File: config.mk
export PLATFORM = sky130hd
export DESIGN_NAME = hilo_muldiv_ctrl
export DESIGN_NICKNAME = d
export VERILOG_FILES = /design/src/rtl/hilo_muldiv_ctrl.sv
export SDC_FILE = /design/constraint.sdc
export NUM_CORES = 1
export LEC_CHECK = 0
export CAP_MARGIN = 20
export CELL_PAD_IN_SITES_DETAIL_PLACEMENT = 1
export CELL_PAD_IN_SITES_GLOBAL_PLACEMENT = 2
export CORE_UTILIZATION = 36
export DETAILED_ROUTE_END_ITERATION = 10
export PLACE_DENSITY = 0.95
export RECOVER_POWER = 25
export SLEW_MARGIN = 15
export SYNTH_ARGS = -nofsm -noshare
export SYNTH_HDL_FRONTEND = slang
export SYNTH_SLANG_ARGS = --single-unit
File: constraint.sdc
create_clock -name clk -period 11.8 [get_ports clk]
set_clock_uncertainty 0.2 [all_clocks]
set_input_delay 2.36 -clock clk [delete_from_list [all_inputs] [get_ports clk]]
set_output_delay 2.36 -clock clk [all_outputs]
set_load 0.01 [all_outputs]
File: src/rtl/hilo_muldiv_ctrl.sv
// hilo_muldiv_ctrl: HI/LO register pair and multi-cycle multiply/divide sequencer for the MIPS
// EX stage. Runs mult/multu/div/divu/mul as 32 shift-add or restoring-divide iterations on
// operand magnitudes, requesting a pipeline stall while busy, and serves mfhi/mflo/mthi/mtlo.
//
// Ports:
//   clk, rst    - clock, synchronous active-high reset
//   op_valid    - EX holds a valid instruction this cycle
//   hilo_op     - one-hot {mfhi, mflo, mthi, mtlo, mult, multu, div, divu, mul}
//   src_a/src_b - rs/rt operand values
//   flush       - cancel in-flight operation (and suppress starts/writes in IDLE)
//   ex_stall    - EX held by another stall source (keeps DONE)
//   stallreq    - hold IF..EX
//   done        - result valid this cycle
//   mul_result  - low word of the signed product for mul
//   hilo_rdata  - HI for mfhi, LO for mflo, else 0
//   hi/lo       - current HI/LO
module hilo_muldiv_ctrl #(
  parameter int unsigned WIDTH = 32
) (
  input  logic             clk,
  input  logic             rst,
  input  logic             op_valid,
  input  logic [8:0]       hilo_op,
  input  logic [WIDTH-1:0] src_a,
  input  logic [WIDTH-1:0] src_b,
  input  logic             flush,
  input  logic             ex_stall,
  output logic             stallreq,
  output logic             done,
  output logic [WIDTH-1:0] mul_result,
  output logic [WIDTH-1:0] hilo_rdata,
  output logic [WIDTH-1:0] hi,
  output logic [WIDTH-1:0] lo
);

  localparam int unsigned CntW = $clog2(WIDTH);

  typedef enum logic [1:0] {StIdle, StMul, StDiv, StDone} state_e;

  state_e             r_state;
  logic [CntW-1:0]    r_cnt;
  logic [2*WIDTH-1:0] r_acc;      // mul: {partial product, multiplier}; div: {rem, dividend/quo}
  logic [WIDTH-1:0]   r_opb;      // multiplicand or divisor magnitude
  logic [WIDTH-1:0]   r_raw_a;
  logic               r_neg_q;    // negate product / quotient
  logic               r_neg_r;    // negate remainder
  logic               r_div0;
  logic               r_wr_hilo;  // mult/multu/div/divu commit to HI/LO; mul does not
  logic [WIDTH-1:0]   r_hi;
  logic [WIDTH-1:0]   r_lo;
  logic [WIDTH-1:0]   r_mul_result;

  logic w_op_mfhi, w_op_mflo, w_op_mthi, w_op_mtlo;
  logic w_op_mult, w_op_multu, w_op_div, w_op_divu, w_op_mul;
  assign {w_op_mfhi, w_op_mflo, w_op_mthi, w_op_mtlo,
          w_op_mult, w_op_multu, w_op_div, w_op_divu, w_op_mul} = hilo_op;

  logic w_idle_ok, w_start, w_signed, w_a_neg, w_b_neg, w_last;
  logic [WIDTH-1:0] w_abs_a, w_abs_b;
  assign w_idle_ok = (r_state == StIdle) && op_valid && !flush;
  assign w_start   = w_idle_ok && (|hilo_op[4:0]);
  assign w_signed  = w_op_mult || w_op_div || w_op_mul;
  assign w_a_neg   = w_signed && src_a[WIDTH-1];
  assign w_b_neg   = w_signed && src_b[WIDTH-1];
  assign w_abs_a   = w_a_neg ? -src_a : src_a;
  assign w_abs_b   = w_b_neg ? -src_b : src_b;
  assign w_last    = (r_cnt == CntW'(WIDTH - 1));

  // Shift-add step: add multiplicand into the upper half when the multiplier LSB is set,
  // then shift the whole accumulator right (carry included).
  logic [WIDTH:0]       w_madd;
  logic [2*WIDTH-1:0]   w_mul_next, w_prod_fin;
  assign w_madd     = {1'b0, r_acc[2*WIDTH-1:WIDTH]} + (r_acc[0] ? {1'b0, r_opb} : '0);
  assign w_mul_next = {w_madd, r_acc[WIDTH-1:1]};
  assign w_prod_fin = r_neg_q ? -w_mul_next : w_mul_next;

  // Restoring step: trial-subtract the divisor from {rem, next dividend bit}; one extra bit
  // keeps the sign of the trial since the shifted remainder can reach 2^WIDTH.
  logic [WIDTH+1:0]     w_trial;
  logic [2*WIDTH-1:0]   w_div_next;
  logic [WIDTH-1:0]     w_quo_fin, w_rem_fin;
  assign w_trial    = {1'b0, r_acc[2*WIDTH-1:WIDTH-1]} - {2'b00, r_opb};
  assign w_div_next = w_trial[WIDTH+1] ? {r_acc[2*WIDTH-2:0], 1'b0}
                                       : {w_trial[WIDTH-1:0], r_acc[WIDTH-2:0], 1'b1};
  assign w_quo_fin  = r_neg_q ? -w_div_next[WIDTH-1:0] : w_div_next[WIDTH-1:0];
  assign w_rem_fin  = r_neg_r ? -w_div_next[2*WIDTH-1:WIDTH] : w_div_next[2*WIDTH-1:WIDTH];

  always_ff @(posedge clk) begin
    if (rst) begin
      r_state      <= StIdle;
      r_cnt        <= '0;
      r_acc        <= '0;
      r_opb        <= '0;
      r_raw_a      <= '0;
      r_neg_q      <= 1'b0;
      r_neg_r      <= 1'b0;
      r_div0       <= 1'b0;
      r_wr_hilo    <= 1'b0;
      r_hi         <= '0;
      r_lo         <= '0;
      r_mul_result <= '0;
    end else begin
      case (r_state)
        StIdle: begin
          if (w_start) begin
            r_cnt     <= '0;
            r_raw_a   <= src_a;
            r_neg_q   <= w_a_neg ^ w_b_neg;
            r_neg_r   <= w_a_neg;
            r_div0    <= (src_b == '0);
            r_wr_hilo <= !w_op_mul;
            if (w_op_div || w_op_divu) begin
              r_acc   <= {{WIDTH{1'b0}}, w_abs_a};
              r_opb   <= w_abs_b;
              r_state <= StDiv;
            end else begin
              r_acc   <= {{WIDTH{1'b0}}, w_abs_b};
              r_opb   <= w_abs_a;
              r_state <= StMul;
            end
          end else if (w_idle_ok) begin
            if (w_op_mthi) r_hi <= src_a;
            if (w_op_mtlo) r_lo <= src_a;
          end
        end
        StMul: begin
          if (flush) begin
            r_state <= StIdle;
          end else begin
            r_acc <= w_mul_next;
            r_cnt <= r_cnt + CntW'(1);
            if (w_last) begin
              r_state <= StDone;
              if (r_wr_hilo) begin
                r_hi <= w_prod_fin[2*WIDTH-1:WIDTH];
                r_lo <= w_prod_fin[WIDTH-1:0];
              end else begin
                r_mul_result <= w_prod_fin[WIDTH-1:0];
              end
            end
          end
        end
        StDiv: begin
          if (flush) begin
            r_state <= StIdle;
          end else begin
            r_acc <= w_div_next;
            r_cnt <= r_cnt + CntW'(1);
            if (w_last) begin
              r_state <= StDone;
              if (r_div0) begin
                r_hi <= r_raw_a;
                r_lo <= '1;
              end else begin
                r_hi <= w_rem_fin;
                r_lo <= w_quo_fin;
              end
            end
          end
        end
        StDone: begin
          if (flush || !ex_stall) r_state <= StIdle;
        end
        default: r_state <= StIdle;
      endcase
    end
  end

  assign stallreq   = (r_state == StMul) || (r_state == StDiv) || w_start;
  assign done       = (r_state == StDone);
  assign mul_result = r_mul_result;
  assign hi         = r_hi;
  assign lo         = r_lo;

  always_comb begin
    hilo_rdata = '0;
    if (op_valid && w_op_mfhi)      hilo_rdata = r_hi;
    else if (op_valid && w_op_mflo) hilo_rdata = r_lo;
  end

endmodule

==> After elaboration in Yosys (flattened, before gate mapping) <==
Cells that the tools add are included.
{ "word_totals": {"elab_cells": 113, "memories": 0, "rom_bits": 0, "mem_bits_rw": 0, "output_inout_bits": 130, "in_bits": 78, "ff_bits": 235, "latchBits": 0} }
{ "op_classes": {"bitwise": 3, "n_reduce_logical": 29, "shift": 0, "order_cmp": 0, "div": 0, "multipliers": 0, "muxes": 44, "n_eq_ne": 17, "n_addsub": 8} }
{ "op_table": {"columns": ["operator", "count"], "rows": [
  ["$mux 32", 27],
  ["$mux 64", 5],
  ["$pmux 32 s3", 2],
  ["$pmux 64 s3", 1],
  ["$neg 32->32", 4],
  ["$neg 64->64", 1],
  ["$sub 33x32->34", 1],
  ["$add 32x32->33", 1],
  ["$logic_not 32->1", 1],
  ["$ne 2x2->1 const B", 11],
  ["$reduce_and 9->1", 2],
  ["$mux 2", 5],
  ["$mux 5", 2],
  ["$pmux 5 s2", 1],
  ["$reduce_and 4->1", 2],
  ["$logic_and 1x1->1", 7],
  ["$logic_or 1x1->1", 6],
  ["$pmux 2 s3", 1],
  ["$reduce_and 3->1", 2],
  ["$add 5x1->5 const B", 1],
  ["$eq 5x5->1 const B", 1],
  ["$reduce_or 5->1", 1],
  ["$eq 2x2->1 const B", 2],
  ["$logic_not 1->1", 3],
  ["other kinds (10)", 11]
]} }

==> Logic depth before layout (Yosys ltp) <==
{ "logic_depth": {"depth_word": 8, "ltp_mapped": 21, "depth_no_buf": 17} }

==> Least setup slack after synthesis <==
Ideal clock, no wire load.
{ "synth_path": {"path_kind": "input-to-output", "startpoint": "in hilo_op[0]", "endpoint": "out stallreq", "required_time_ns": 9.240, "t_arrival_ns": 3.609, "slack_ns": 5.631, "path_buffers": 3, "cell_stages": 6, "path_cell_list": "nor3_1 a211o_1 clkbuf_1 clkbuf_1 clkbuf_1 nand2_1"} }
{ "synth_via": {"elab_chain_len": 3} }
{ "synth_rtl": {"columns": ["item", "line", "rtl"], "rows": [
  ["start, declared", "23", "input logic [8:0] hilo_op,"],
  ["$reduce_or 5->1", "61", "assign w_start = w_idle_ok && (|hilo_op[4:0]);"],
  ["$logic_and 1x1->1", "61", null],
  ["$logic_or 1x1->1", "169", "assign stallreq = (r_state == StMul) || (r_state == StDiv) || w_start;"],
  ["end, declared", "28", "output logic stallreq,"]
]} }
No other way between the ends.

==> Final worst setup path <==
{ "layout_path": {"startpoint": "in op_valid", "endpoint": "out hilo_rdata[7]"} }
{ "layout_via": {"elab_chain_len": 3, "word_cells_on_any_way": 4, "classes_between": "mux (2); reduce/logical (2)"} }
{ "layout_rtl": {"columns": ["item", "line", "rtl"], "rows": [
  ["start, declared", "22", "input logic op_valid,"],
  ["$logic_and 1x1->1", "178", "else if (op_valid && w_op_mflo) hilo_rdata = r_lo;"],
  ["$mux 32", "178", null],
  ["$mux 32 *", "177", "if (op_valid && w_op_mfhi) hilo_rdata = r_hi;"],
  ["end, declared", "31", "output logic [WIDTH-1:0] hilo_rdata,"]
]} }
Every way passes the cells marked *; elsewhere a longest branch is shown, timed or not.

==> results.ini <==
[status]
status=complete, but fails checks
failed_checks=max-capacitance violations, max-slew violations

[worst_setup_path]
crit_type=primary input to output port
endpoint_kind=output port
crit_arrival_ns=4.55
ff2ff_path_depth=16
worst_setup_path_start_kind=primary input
rrSetupSlack_ns=5.80
crit_required_ns=9.24
crit_fanout=32

[synth]
yosys_warnings=0
syn_area_sq_mm=0.0205
syn_area_per_cell_sq_um=7.08
syn_inst=2890
synth-edff-count=0
synth.distinct_cells=101
synth_ff_type=dfxtp_1
ys_seq_elements=235
yosysSeqAreaShare_pct=23.0
synth_nets=3044
synth_async_sr_flop_share_pct=0

[grt]
grt_max_degree=90
grt_overflow=0
grt_pass1_vias=22800
grt.total_usage_pct=33.0
grt_pass1_wl_mm=144
antenna_found_initial=4

[cts]
cts_htree_levels=1
cts.path.max_buffers=3
clock_sinks=235
cts_root_buf=clkbuf_16
cts_made_buffers=27
cts_setup_buffers=0
postCtsHoldBufs=0
ctsResizeCount=0
worstSkewPairLatency_ns=0.57
clkTransAtPathRegs_ns=0.06
cts_tree=yes

[routing]
num_vias=23300
wl_per_cell_um=26.5
drt-total-wl_mm=98.0
via_per_inst=6.30
ant_nets=0
drt_iter0_markers=2132
drc=0
firstDrtPassIters=5

[pwr]
cellLeakagePower_nw=8.84
pwr-share-seq_pct=23.6
p_per_area_mw_per_mm2=203
p_comb_share_pct=58.7
p_int_mw=2.30
switching_power_mw=2.52
irDropWorstVdd_mv=0.224
p_sw_share_pct=52.3
clkPwrFrac_pct=17.7
power_mw=4.83

[sta]
maxSlewViolCount=35
hold_slack_ns=0.255
setup_viol=0
tns_ns=0
grt_setup_unrepaired=no
period_share_pct=60.3
fmax_mhz=141
hold_viol_final=0
max_slew_margin_pct=-56.2
worst_pin_slew_ns=2.34
period_minus_slack_ns=7.11

[place]
portBuffers=207
place_hpwl_mm=75.9
place_congestion=0.972
dpl_cell_area_sq_mm=0.0229

[floorplanning]
num_rows=87
core_area_sq_mm=0.0563
die_area_sq_mm=0.0578
die_h_um=240
fp.dieW_um=240
start_util_pct=36.3
ios=208

[worst_hold_path]
hold_depth=2
hold_path.class=register to register

[cells_and_area]
final_common_cell=nand2_1
area_delta_synth_final_pct=16.1
stdcell_area_sq_mm=0.0237
layout_common_cells=nand2_1, nor2_1, a21oi_1, dfxtp_1, xnor2_1
nNetsFinal=3078
drive_gt1_share_pct=4.96

[run]
drv_cap=1

path summary, 6_finish.rpt:
check / start / end
worst max-delay path: op_valid / hilo_rdata[7]
worst min-delay path: r_opb[22] / r_opb[22]
worst max register to register: r_acc[0] / hi[27]
worst min register to register: r_opb[22] / r_opb[22]
cell usage after synthesis, types with 5 or more instances:
| master | instances | area, sq um |
|---|---|---|
| nand2_1 | 381 | 1430 |
| nor2_1 | 364 | 1370 |
| a21oi_1 | 278 | 1390 |
| dfxtp_1 | 235 | 4700 |
| clkbuf_1 | 184 | 691 |
| xnor2_1 | 150 | 1310 |
| o21ai_0 | 143 | 716 |
| nor3_1 | 98 | 490 |
| ha_1 | 74 | 926 |
| inv_1 | 73 | 274 |
| xor2_1 | 71 | 622 |
| a211oi_1 | 55 | 413 |
| a22o_1 | 55 | 482 |
| nand3_1 | 50 | 250 |
| a22oi_1 | 48 | 360 |
| a221oi_1 | 46 | 403 |
| mux2i_1 | 46 | 460 |
| o211ai_1 | 40 | 300 |
| or3_1 | 30 | 188 |
| a21o_1 | 27 | 203 |
| buf_1 | 26 | 97.6 |
| o31ai_1 | 24 | 180 |
| nor4_1 | 23 | 144 |
| or4_1 | 21 | 158 |
| nand2b_1 | 20 | 125 |
| a211o_1 | 19 | 166 |
| a31oi_1 | 19 | 119 |
| a221o_1 | 16 | 160 |
| o21a_1 | 16 | 120 |
| o21ai_1 | 16 | 80.1 |
| buf_2 | 15 | 75.1 |
| and3_1 | 14 | 87.6 |
| nand4_1 | 14 | 87.6 |
| o41ai_1 | 13 | 114 |
| and2_1 | 12 | 75.1 |
| or2_2 | 11 | 68.8 |
| nor2b_1 | 9 | 56.3 |
| a2111oi_0 | 8 | 70.1 |
| a311oi_1 | 8 | 70.1 |
| o21bai_1 | 7 | 52.6 |
| and4_1 | 5 | 43.8 |
| nor4_4 | 5 | 106 |
| o2111ai_1 | 5 | 43.8 |
| o22ai_1 | 5 | 31.3 |
power by group through the flow:
stage	clock [mW]	combinational, mW	sequential (mW)
after floorplan	0	1.84	1.02
after CTS	0.858	2.77	1.13
after detailed placement	0	2.75	1.15
after global routing	0.887	2.99	1.15
after global placement	0	2.69	1.14
final	0.855	2.83	1.14
critical path, stage by stage:
cell and delay [ns]:
clkdlybuf4s50_1 0.64, nand2_1 0.14, nor2_4 0.59, a22o_1 0.25, clkdlybuf4s50_1 0.57
kinds of logic after synthesis:
logic type	share of synthesized area (%)
buf+inv	5.81
flops	23.0
xor+xnor	9.46
mux	2.47
fa+ha+maj	4.72
compound gates	29.9
simple gates	24.6
layout make-up:
type,count,area [sq um]
diodes,3,7.51
clock buffers,39,791
clock inverters,8,75.1
fillers,7100,32500
inverters,75,284
multi-input cells,2351,14700
flip-flops and latches,235,4710
well taps,756,946
repair buffers,234,2280
registers in the layout, indices dropped and copies added, names as in the netlist, 2 cells and up:
name and cells:
r_raw_a 32, mul_result 32, r_cnt 5, lo 32
hi 32, r_opb 32, r_acc 64, r_state 2
routing by layer:
| metal | wire length (um) | global-route usage [%] | vias up |
|---|---|---|---|
| li1 | - | - | 10500 |
| met1 | 40300 | 43.0 | 11600 |
| met2 | 45700 | 54.3 | 973 |
| met3 | 7560 | 4.73 | 225 |
| met4 | 4370 | 13.5 | 2 |
| met5 | 13 | 0 | - |
metrics by stage:
| step | cells | worst slack [ns] | util [%] |
|---|---|---|---|
| 6_report | 3701 | 4.69 | 42.2 |
| 5_1_grt | 3698 | 4.63 | 42.2 |
| 4_1_cts | 3697 | 4.31 | 42.2 |
| 3_5_place_dp | 3650 | 4.32 | 40.6 |
| 3_3_place_gp | 3650 | 4.49 | 40.6 |
| 2_1_floorplan | 2890 | 5.63 | - |
Power figures use the tool's default switching activity.
